===== config.mk =====
export PLATFORM = sky130hd
export DESIGN_NAME = elevator_movement_flat
export DESIGN_NICKNAME = d
export VERILOG_FILES = /design/src/rtl/elevator_movement_if.sv /design/src/rtl/elevator_movement.sv /design/src/flat_wrapper.sv
export SDC_FILE = /design/constraint.sdc
export NUM_CORES = 1
export LEC_CHECK = 0
export BUFFER_PORTS_ARGS = -buffer_cell sky130_fd_sc_hd__buf_2
export CORE_AREA = 8 8 67 69
export DETAILED_ROUTE_END_ITERATION = 12
export DIE_AREA = 0 0 75 77
export GPL_TIMING_DRIVEN = 1
export PLACE_DENSITY_LB_ADDON = 0.1
export SETUP_SLACK_MARGIN = 0.2
export SLEW_MARGIN = 25
export SYNTH_ARGS = -nofsm -noshare
export SYNTH_HDL_FRONTEND = slang
export SYNTH_SLANG_ARGS = --single-unit

===== constraint.sdc =====
create_clock -name clk -period 6.7 [get_ports clk]
set_clock_uncertainty 0.1 [all_clocks]
set_input_delay 1.34 -clock clk [delete_from_list [all_inputs] [get_ports clk]]
set_output_delay 1.34 -clock clk [all_outputs]
set_load 0.05 [all_outputs]

===== src/rtl/elevator_movement_if.sv =====
// Panel/display bundle for the elevator movement controller.
// master = panel/test side, slave = controller side.
interface elevator_movement_if;
    logic button1;
    logic button2;
    logic button3;
    logic led1;
    logic led2;
    logic led3;
    logic floor1;
    logic floor2;
    logic floor3;
    logic door;
    logic moving;

    modport master (
        output button1, button2, button3,
        input  led1, led2, led3,
        input  floor1, floor2, floor3,
        input  door, moving
    );

    modport slave (
        input  button1, button2, button3,
        output led1, led2, led3,
        output floor1, floor2, floor3,
        output door, moving
    );
endinterface


===== src/rtl/elevator_movement.sv =====
// Three-floor elevator movement controller: latches calls, sweeps floors, opens door.
// Optional macro BUTTON_SYNC_EN adds a two-flop synchronizer on each button.
module elevator_movement #(
    parameter int FLOOR_TICKS = 4,
    parameter int DOOR_TICKS  = 4
) (
    input  logic             clk,
    input  logic             rst,
    elevator_movement_if.slave bus
);

    localparam int CW = 16;

    typedef enum logic [1:0] {
        S_IDLE,
        S_MOVE,
        S_DOOR
    } state_t;

    state_t        state_q, state_d;
    logic [1:0]    floor_q, floor_d;
    logic          dir_q, dir_d;
    logic [2:0]    req_q, req_d;
    logic [CW-1:0] cnt_q, cnt_d;

    logic [2:0] raw_btn;
    logic [2:0] smp_q;
    logic [2:0] prev_q;
    logic [2:0] press;
    logic [2:0] cur_oh;
    logic [2:0] nxt_oh;
    logic [1:0] nxt;
    logic [2:0] set_req;
    logic [2:0] clr_req;
    logic       stopped;
    logic       here_press;

    assign raw_btn = {bus.button3, bus.button2, bus.button1};

`ifdef BUTTON_SYNC_EN
    logic [2:0] meta_q;

    // Two-flop synchronizer ahead of the edge detector (buttons are active-low).
    always_ff @(posedge clk) begin
        if (rst) begin
            meta_q <= 3'b111;
            smp_q  <= 3'b111;
        end else begin
            meta_q <= raw_btn;
            smp_q  <= meta_q;
        end
    end
`else
    // Single sampling register ahead of the edge detector.
    always_ff @(posedge clk) begin
        if (rst) begin
            smp_q <= 3'b111;
        end else begin
            smp_q <= raw_btn;
        end
    end
`endif

    // Previous sample for 1->0 press detection.
    always_ff @(posedge clk) begin
        if (rst) begin
            prev_q <= 3'b111;
        end else begin
            prev_q <= smp_q;
        end
    end

    assign press      = prev_q & ~smp_q;
    assign cur_oh     = 3'b001 << floor_q;
    assign stopped    = (state_q != S_MOVE);
    assign here_press = stopped && ((press & cur_oh) != 3'b000);
    assign set_req    = press & ~(stopped ? cur_oh : 3'b000);

    // Keep direction if a request lies that way, else reverse; ends force it.
    function automatic logic pick_dir(
        input logic [1:0] f,
        input logic       up,
        input logic [2:0] req
    );
        logic above;
        logic below;
        above = (f == 2'd0) ? |req[2:1] :
                (f == 2'd1) ? req[2] : 1'b0;
        below = (f == 2'd2) ? |req[1:0] :
                (f == 2'd1) ? req[0] : 1'b0;
        if (f == 2'd2) begin
            return 1'b0;
        end else if (f == 2'd0) begin
            return 1'b1;
        end else if (up) begin
            return above;
        end else begin
            return !below;
        end
    endfunction

    assign nxt = dir_q ? ((floor_q == 2'd2) ? 2'd2 : floor_q + 2'd1)
                       : ((floor_q == 2'd0) ? 2'd0 : floor_q - 2'd1);
    assign nxt_oh = 3'b001 << nxt;

    // Next-state logic: request bookkeeping, travel and door timing.
    always_comb begin
        state_d = state_q;
        floor_d = floor_q;
        dir_d   = dir_q;
        cnt_d   = cnt_q;
        clr_req = 3'b000;
        unique case (state_q)
            S_IDLE: begin
                if (here_press) begin
                    state_d = S_DOOR;
                    cnt_d   = CW'(DOOR_TICKS);
                end else if ((req_q & cur_oh) != 3'b000) begin
                    clr_req = cur_oh;
                    state_d = S_DOOR;
                    cnt_d   = CW'(DOOR_TICKS);
                end else if (req_q != 3'b000) begin
                    dir_d   = pick_dir(floor_q, dir_q, req_q);
                    state_d = S_MOVE;
                    cnt_d   = CW'(FLOOR_TICKS);
                end
            end
            S_MOVE: begin
                if (cnt_q > CW'(1)) begin
                    cnt_d = cnt_q - CW'(1);
                end else begin
                    floor_d = nxt;
                    if ((req_q & nxt_oh) != 3'b000) begin
                        clr_req = nxt_oh;
                        state_d = S_DOOR;
                        cnt_d   = CW'(DOOR_TICKS);
                        dir_d   = (nxt == 2'd2) ? 1'b0 :
                                  (nxt == 2'd0) ? 1'b1 : dir_q;
                    end else begin
                        cnt_d = CW'(FLOOR_TICKS);
                        dir_d = pick_dir(nxt, dir_q, req_q);
                    end
                end
            end
            S_DOOR: begin
                if (here_press) begin
                    cnt_d = CW'(DOOR_TICKS);
                end else if (cnt_q > CW'(1)) begin
                    cnt_d = cnt_q - CW'(1);
                end else begin
                    cnt_d   = '0;
                    state_d = S_IDLE;
                end
            end
            default: begin
                state_d = S_IDLE;
            end
        endcase
        req_d = (req_q | set_req) & ~clr_req;
    end

    // State, position, direction, request and counter registers.
    always_ff @(posedge clk) begin
        if (rst) begin
            state_q <= S_IDLE;
            floor_q <= 2'd0;
            dir_q   <= 1'b1;
            req_q   <= 3'b000;
            cnt_q   <= '0;
        end else begin
            state_q <= state_d;
            floor_q <= floor_d;
            dir_q   <= dir_d;
            req_q   <= req_d;
            cnt_q   <= cnt_d;
        end
    end

    assign bus.led1   = req_q[0];
    assign bus.led2   = req_q[1];
    assign bus.led3   = req_q[2];
    assign bus.floor1 = (floor_q == 2'd0);
    assign bus.floor2 = (floor_q == 2'd1);
    assign bus.floor3 = (floor_q == 2'd2);
    assign bus.door   = (state_q == S_DOOR);
    assign bus.moving = (state_q == S_MOVE);

endmodule


===== src/flat_wrapper.sv =====
// flat-port wrapper written by rule: the top's interface ports become plain ports
module elevator_movement_flat 
#(
    parameter int FLOOR_TICKS = 4,
    parameter int DOOR_TICKS  = 4
)
  (clk, rst, bus_button1, bus_button2, bus_button3, bus_led1, bus_led2, bus_led3, bus_floor1, bus_floor2, bus_floor3, bus_door, bus_moving);
  elevator_movement_if bus_i ();
  input  logic clk;
  input  logic rst;
  input wire logic [$bits(bus_i.button1)-1:0] bus_button1;
  input wire logic [$bits(bus_i.button2)-1:0] bus_button2;
  input wire logic [$bits(bus_i.button3)-1:0] bus_button3;
  output wire logic [$bits(bus_i.led1)-1:0] bus_led1;
  output wire logic [$bits(bus_i.led2)-1:0] bus_led2;
  output wire logic [$bits(bus_i.led3)-1:0] bus_led3;
  output wire logic [$bits(bus_i.floor1)-1:0] bus_floor1;
  output wire logic [$bits(bus_i.floor2)-1:0] bus_floor2;
  output wire logic [$bits(bus_i.floor3)-1:0] bus_floor3;
  output wire logic [$bits(bus_i.door)-1:0] bus_door;
  output wire logic [$bits(bus_i.moving)-1:0] bus_moving;
  assign bus_i.button1 = bus_button1;
  assign bus_i.button2 = bus_button2;
  assign bus_i.button3 = bus_button3;
  assign bus_led1 = bus_i.led1;
  assign bus_led2 = bus_i.led2;
  assign bus_led3 = bus_i.led3;
  assign bus_floor1 = bus_i.floor1;
  assign bus_floor2 = bus_i.floor2;
  assign bus_floor3 = bus_i.floor3;
  assign bus_door = bus_i.door;
  assign bus_moving = bus_i.moving;
  elevator_movement #(.FLOOR_TICKS(FLOOR_TICKS), .DOOR_TICKS(DOOR_TICKS)) u_core (.clk(clk), .rst(rst), .bus(bus_i));
endmodule

==> results_dict.tcl, run 1 <==
set metrics [dict create \
    drt_iter0_drc 176 \
    io_pins 13 \
    period_needed_ns 3.02 \
    hp-class "reg2reg" \
    wl_per_cell_um 16.5 \
    ys_seq_elements 30 \
    die_y_um 77 \
    num_antenna_cells 0 \
    clockBufferDepth 2 \
    grt_pass1_vias 1811 \
    dp_cells 289 \
    fmax_ghz 0.331 \
    sw_frac_of_total 0.470 \
    power_frac_seq 0.259 \
    synth_top_area_frac 0.301 \
    final_cell_mix "30 x dfxtp_1, 21 x nand2_1, 20 x inv_1, 17 x a31oi_1, 12 x buf_2" \
    fin_cells 297 \
    remaining_drc_errors 0 \
    synth-compound-area-share 0.222 \
    p_comb_frac 0.582 \
    place.port_buffers 12 \
    rows 22 \
    maxSlewHeadroom 0.435 \
    grt-ovfl-total 0 \
    setup_viol 0 \
    cp_max_fo 14 \
    setup_ws_ns 3.68 \
    tightest_slew_ns 0.836 \
    postCtsSetupRepairBufs 0 \
    die_area_um2 5780 \
    dr_total_vias 1911 \
    drv_slew 0 \
    seq_area_frac_synth 0.301 \
    synthXorXnorAreaFrac 0.00439 \
    yosysTopAreaCell "dfxtp_1" \
    netlist_area_um2 1990 \
    path_clk_slew_ns 0.10 \
    final.setup.tns_ns 0 \
    cts.sinks 30 \
    areaGrowthSynthToFinish_pct 8.10 \
    cp.arrival_ns 1.58 \
    synth_edf_count 0 \
    synth_fa_ha_area_frac 0.0691 \
    max_cap_viol_count 0 \
    synth_area_per_cell_um2 8.30 \
    place_ws_ns 3.74 \
    fp.dieW_um 75 \
    final_common_cell "dfxtp_1" \
    clock_latency_ns 0.34 \
    drt_first_pass_iters 4 \
    ctsResizeCount 0 \
    ir_drop_v 0.000232 \
    leakagePower_nw 0.865 \
    synth_cell_type_count 55 \
    antenna_found_initial 0 \
    power.share.clock 0.159 \
    grt_use_total 0.182 \
    root_buffer "clkbuf_4" \
    rsz0062_at_grt "false" \
    synth_top_family_by_area "simple AND/OR/NAND/NOR gates" \
    vias_per_cell 6.43 \
    nets 264 \
    hold_viol 0 \
    hold_buffers 0 \
    hpwl_um 3450 \
    status "finished clean" \
    ys.flop_type "dfxtp_1" \
    ys_async_sr_fraction 0 \
    powerDensity_nw_per_um2 420 \
    p_switching_mw 0.425 \
    grt_pass1_wl_um 8430 \
    synthMuxAreaShare 0.0314 \
    cts_tree "built" \
    startpoint_type "flop" \
    cellInternalPower_mw 0.480 \
    gp_congestion 0.878 \
    routed_wl_um 4890 \
    grt_max_degree 32 \
    core_um2 3500 \
    drive_gt1_frac 0.165 \
    worstSetupPathType "reg2out" \
    synth_cells 240 \
    synth_fp_nets 256 \
    finalCritPeriodShare 0.451 \
    ant_nets 0 \
    synth_area_leaders "dfxtp_1 30%, ha_1 6.9%, a31oi_1 5.3%, o32ai_1 4.8%, nand2_1 4.0%" \
    cp.required_ns 5.26 \
    ys_warn_count 0 \
    synth_simple_gate_area_frac 0.311 \
    cts_buffers 5 \
    htreeDepth 2 \
    end_kind "output pin" \
    initial_core_util 0.570 \
]
[power by group through the flow]
| stage | Combinational [mW] | Clock [mW] | Sequential [mW] |
|---|---|---|---|
| floorplan | 0.423 | 0 | 0.233 |
| global placement | 0.521 | 0 | 0.237 |
| detailed placement | 0.517 | 0 | 0.237 |
| CTS | 0.523 | 0.147 | 0.233 |
| global route | 0.583 | 0.155 | 0.237 |
| finish | 0.527 | 0.144 | 0.234 |
[worst max-delay path, cell delays in order, from the launching register on]
cell and delay [ns]:
dfxtp_1 0.35, inv_1 0.08, ha_1 0.45, buf_2 0.36
[sequential cells by signal, indices dropped and copies added, names as in the netlist]
| register | count |
|---|---|
| u_core.prev_q | 3 |
| u_core.floor_q | 2 |
| u_core.state_q | 2 |
| u_core.smp_q | 3 |
| u_core.dir_q | 1 |
| u_core.cnt_q | 16 |
| u_core.req_q | 3 |
[worst paths after layout]
path | start | to | slack [ns] | cells after the start
setup / recovery | u_core.state_q[1] | bus_moving | 3.68 | 3
hold / removal | u_core.cnt_q[1] | u_core.cnt_q[1] | 0.39 | 2
setup reg to reg | u_core.floor_q[0] | u_core.cnt_q[11] | 3.81 | 7
hold reg to reg | u_core.cnt_q[1] | u_core.cnt_q[1] | 0.39 | 2
[through the flow]
stage                     utilization  area (µm²)  hold slack (ns)  total power [mW]
final                           0.616        2150            0.386             0.905
after global routing            0.616        2150            0.413             0.976
after CTS                       0.616        2150            0.383             0.903
after detailed placement        0.593        2070            0.364             0.754
after global placement          0.593        2070            0.365             0.758
after floorplan                     -        1990            0.323             0.656
[layout make-up]
class	count	area, µm²
timing repair buffer	13	67.6
clock inverter	3	40.0
sequential	30	601
inverter	20	75.1
fill	343	1340
clock buffer	5	37.5
multi-input combinational	178	1270
tap	48	60.1
[metal layers]
layer  wire length, µm  GRT usage  vias up
met5                 0          0        -
met4               127     0.0980        0
met3               306     0.0468       15
met2              2410      0.286       63
met1              2050      0.216      889
li1                  -          -      944
[cell usage after synthesis (2+ instances only)]
master,number
and3b_1,2
mux2_2,2
o32ai_1,11
a221oi_1,3
o21a_1,2
or3_2,3
a31oi_1,17
nand3b_1,5
o21ai_0,3
a41oi_1,2
mux2i_1,4
or3_1,7
nor3b_1,3
o22ai_1,3
nand4_1,10
nand4b_1,2
a21oi_1,4
nor2_1,11
or4_4,2
inv_1,20
nand2_1,21
or4_1,4
or2_2,4
or4bb_1,2
nor4_1,2
ha_1,11
clkbuf_1,10
nor4_2,2
nand3_1,7
dfxtp_1,30
nor3_1,6
nand4bb_1,2
[cell families (layout without fill, tap and decap cells)]
| group | Yosys count | count (layout) |
|---|---|---|
| AO/OA/AOI/OAI | 59 | 59 |
| XOR/XNOR | 1 | 1 |
| adder cells (fa/ha/maj) | 11 | 11 |
| buffers and inverters | 32 | 41 |
| flip-flops | 30 | 30 |
| multiplexers | 6 | 6 |
| AND/OR/NAND/NOR | 101 | 101 |
No activity file was read; power rests on OpenSTA's default activity.
==> run 2, diff against run 1 <==
CORE_AREA = 8 8 70 72   (was 8 8 67 69)
DIE_AREA = 0 0 78 80   (was 0 0 75 77)
clock period = 2.6 ns   (was 6.7 ns; I/O delays follow)
==> results_dict.tcl, run 2 (synthesized netlist as in run 1, its figures left out) <==
set metrics [dict create \
    final_common_cell "dfxtp_1" \
    maxSlewHeadroom 0.661 \
    hold_viol 0 \
    remaining_drc_errors 0 \
    io_pins 13 \
    num-fill-cells 382 \
    grt_max_degree 22 \
    tightest_slew_ns 0.508 \
    cts_buffers 5 \
    nets 274 \
    final.setup.tns_ns 0 \
    setup_viol 0 \
    fmax_ghz 0.431 \
    period_needed_ns 2.32 \
    vias_per_cell 6.15 \
    hold_buffers 0 \
    ir_drop_v 0.000598 \
    gp_congestion 0.881 \
    htreeDepth 2 \
    finalCritPeriodShare 0.892 \
    top_register "u_core.cnt_q" \
    rows 23 \
    hpwl_um 3760 \
    rr_startpoint "u_core.state_q[1]" \
    die_y_um 80 \
    dr_total_vias 1900 \
    final_cell_mix "29 x dfxtp_1, 21 x nand2_1, 19 x inv_1, 17 x a31oi_1, 12 x buf_2" \
    worst_hold_startpoint "bus_button3" \
    root_buffer "clkbuf_8" \
    cts.sinks 30 \
    hp-class "in2reg" \
    die_area_um2 6240 \
    cp.required_ns 2.74 \
    drt_first_pass_iters 4 \
    largest_reg_flops 16 \
    drt_iter0_drc 157 \
    powerDensity_nw_per_um2 1090 \
    num_antenna_cells 0 \
    path_clk_slew_ns 0.07 \
    cp.arrival_ns 2.46 \
    initial_core_util 0.517 \
    cp_max_fo 6 \
    end_kind "flop" \
    grt_pass1_vias 1846 \
    routed_wl_um 5250 \
    grt_pass1_wl_um 8910 \
    drive_gt1_frac 0.239 \
    rsz0062_at_grt "false" \
    min_to "u_core.smp_q[2]" \
    startpoint_type "flop" \
    antenna_found_initial 0 \
    reg2reg_depth 7 \
    reg2reg_to "u_core.req_q[2]" \
    grt_use_total 0.173 \
    clock_latency_ns 0.29 \
    core_um2 3860 \
    dp_cells 301 \
    clockBufferDepth 2 \
    max_cap_viol_count 0 \
    status "finished clean" \
    worstSetupPathType "reg2reg" \
    fp.dieW_um 78 \
    cts_tree "built" \
    ant_nets 0 \
    wl_per_cell_um 17.0 \
    place.port_buffers 12 \
    fin_cells 309 \
    whs_path_depth 2 \
    grt-ovfl-total 0 \
    ff2ff_setup_slack_ns 0.28 \
    drv_slew 0 \
    areaGrowthSynthToFinish_pct 17.3 \
    leakagePower_nw 0.925 \
]
==> run 2: how the worst max path moves through the flow <==
stage,start,to,slack (ns),depth (start not counted)
after floorplan,u_core.state_q[1],u_core.cnt_q[8],0.20,8
after global placement,u_core.floor_q[1],u_core.cnt_q[8],0.22,8
after detailed placement,u_core.state_q[1],u_core.cnt_q[7],0.18,7
after CTS,u_core.state_q[1],u_core.cnt_q[7],0.16,7
after global routing,u_core.floor_q[1],u_core.cnt_q[8],0.18,8
final,u_core.state_q[1],u_core.req_q[2],0.28,7
==> run 2: worst max-delay path, stage by stage (launching register included) <==
cell	delay, ns
dfxtp_1	0.37
inv_1	0.10
ha_4	0.18
or4bb_1	0.55
nand3_1	0.25
nor3b_1	0.13
a211oi_1	0.41
o21a_1	0.18
==> run 2: timing repair <==
item | 4_1_cts | 5_1_grt
endpoints found under the setup margin | 2 | 15
pin swaps | 0 | 2
setup buffers | 0 | 0
resized for setup | 0 | 11
==> run 2: layout make-up <==
cell class	count	area, µm²	share of cell area
Clock inverter	2	12.5	0.00535
Sequential cell	30	602	0.257
Inverter	20	75.1	0.0321
Clock buffer	6	82.6	0.0353
Tap cell	50	62.6	0.0268
Timing Repair Buffer	23	143	0.0610
Multi-Input combinational cell	178	1360	0.582
==> run 2: routing by layer <==
metal | vias up | track usage | part of all wire
met2 | 31 | 0.305 | 0.49
met1 | 895 | 0.202 | 0.46
met3 | 9 | 0.0428 | 0.041
met5 | - | 0 | 0
met4 | 0 | 0.0537 | 0.014
li1 | 965 | - | -
==> run 2: power breakdown <==
part / internal, mW / switching, mW / total, mW
registers: 0.518 / 0.0911 / 0.609
clock network: 0.212 / 0.184 / 0.396
logic: 0.647 / 0.904 / 1.55
total: 1.38 / 1.18 / 2.56
==> run 2: through the flow <==
stage	worst slack, ns	instance area (µm²)	total power, mW	hold slack, ns	util
5_1_grt	0.185	2340	2.75	0.312	0.606
2_1_floorplan	0.204	2030	1.73	0.323	-
3_3_place_gp	0.225	2190	2.08	0.373	0.568
4_1_cts	0.165	2290	2.49	0.311	0.593
3_5_place_dp	0.182	2190	2.08	0.377	0.568
6_report	0.280	2340	2.56	0.313	0.606
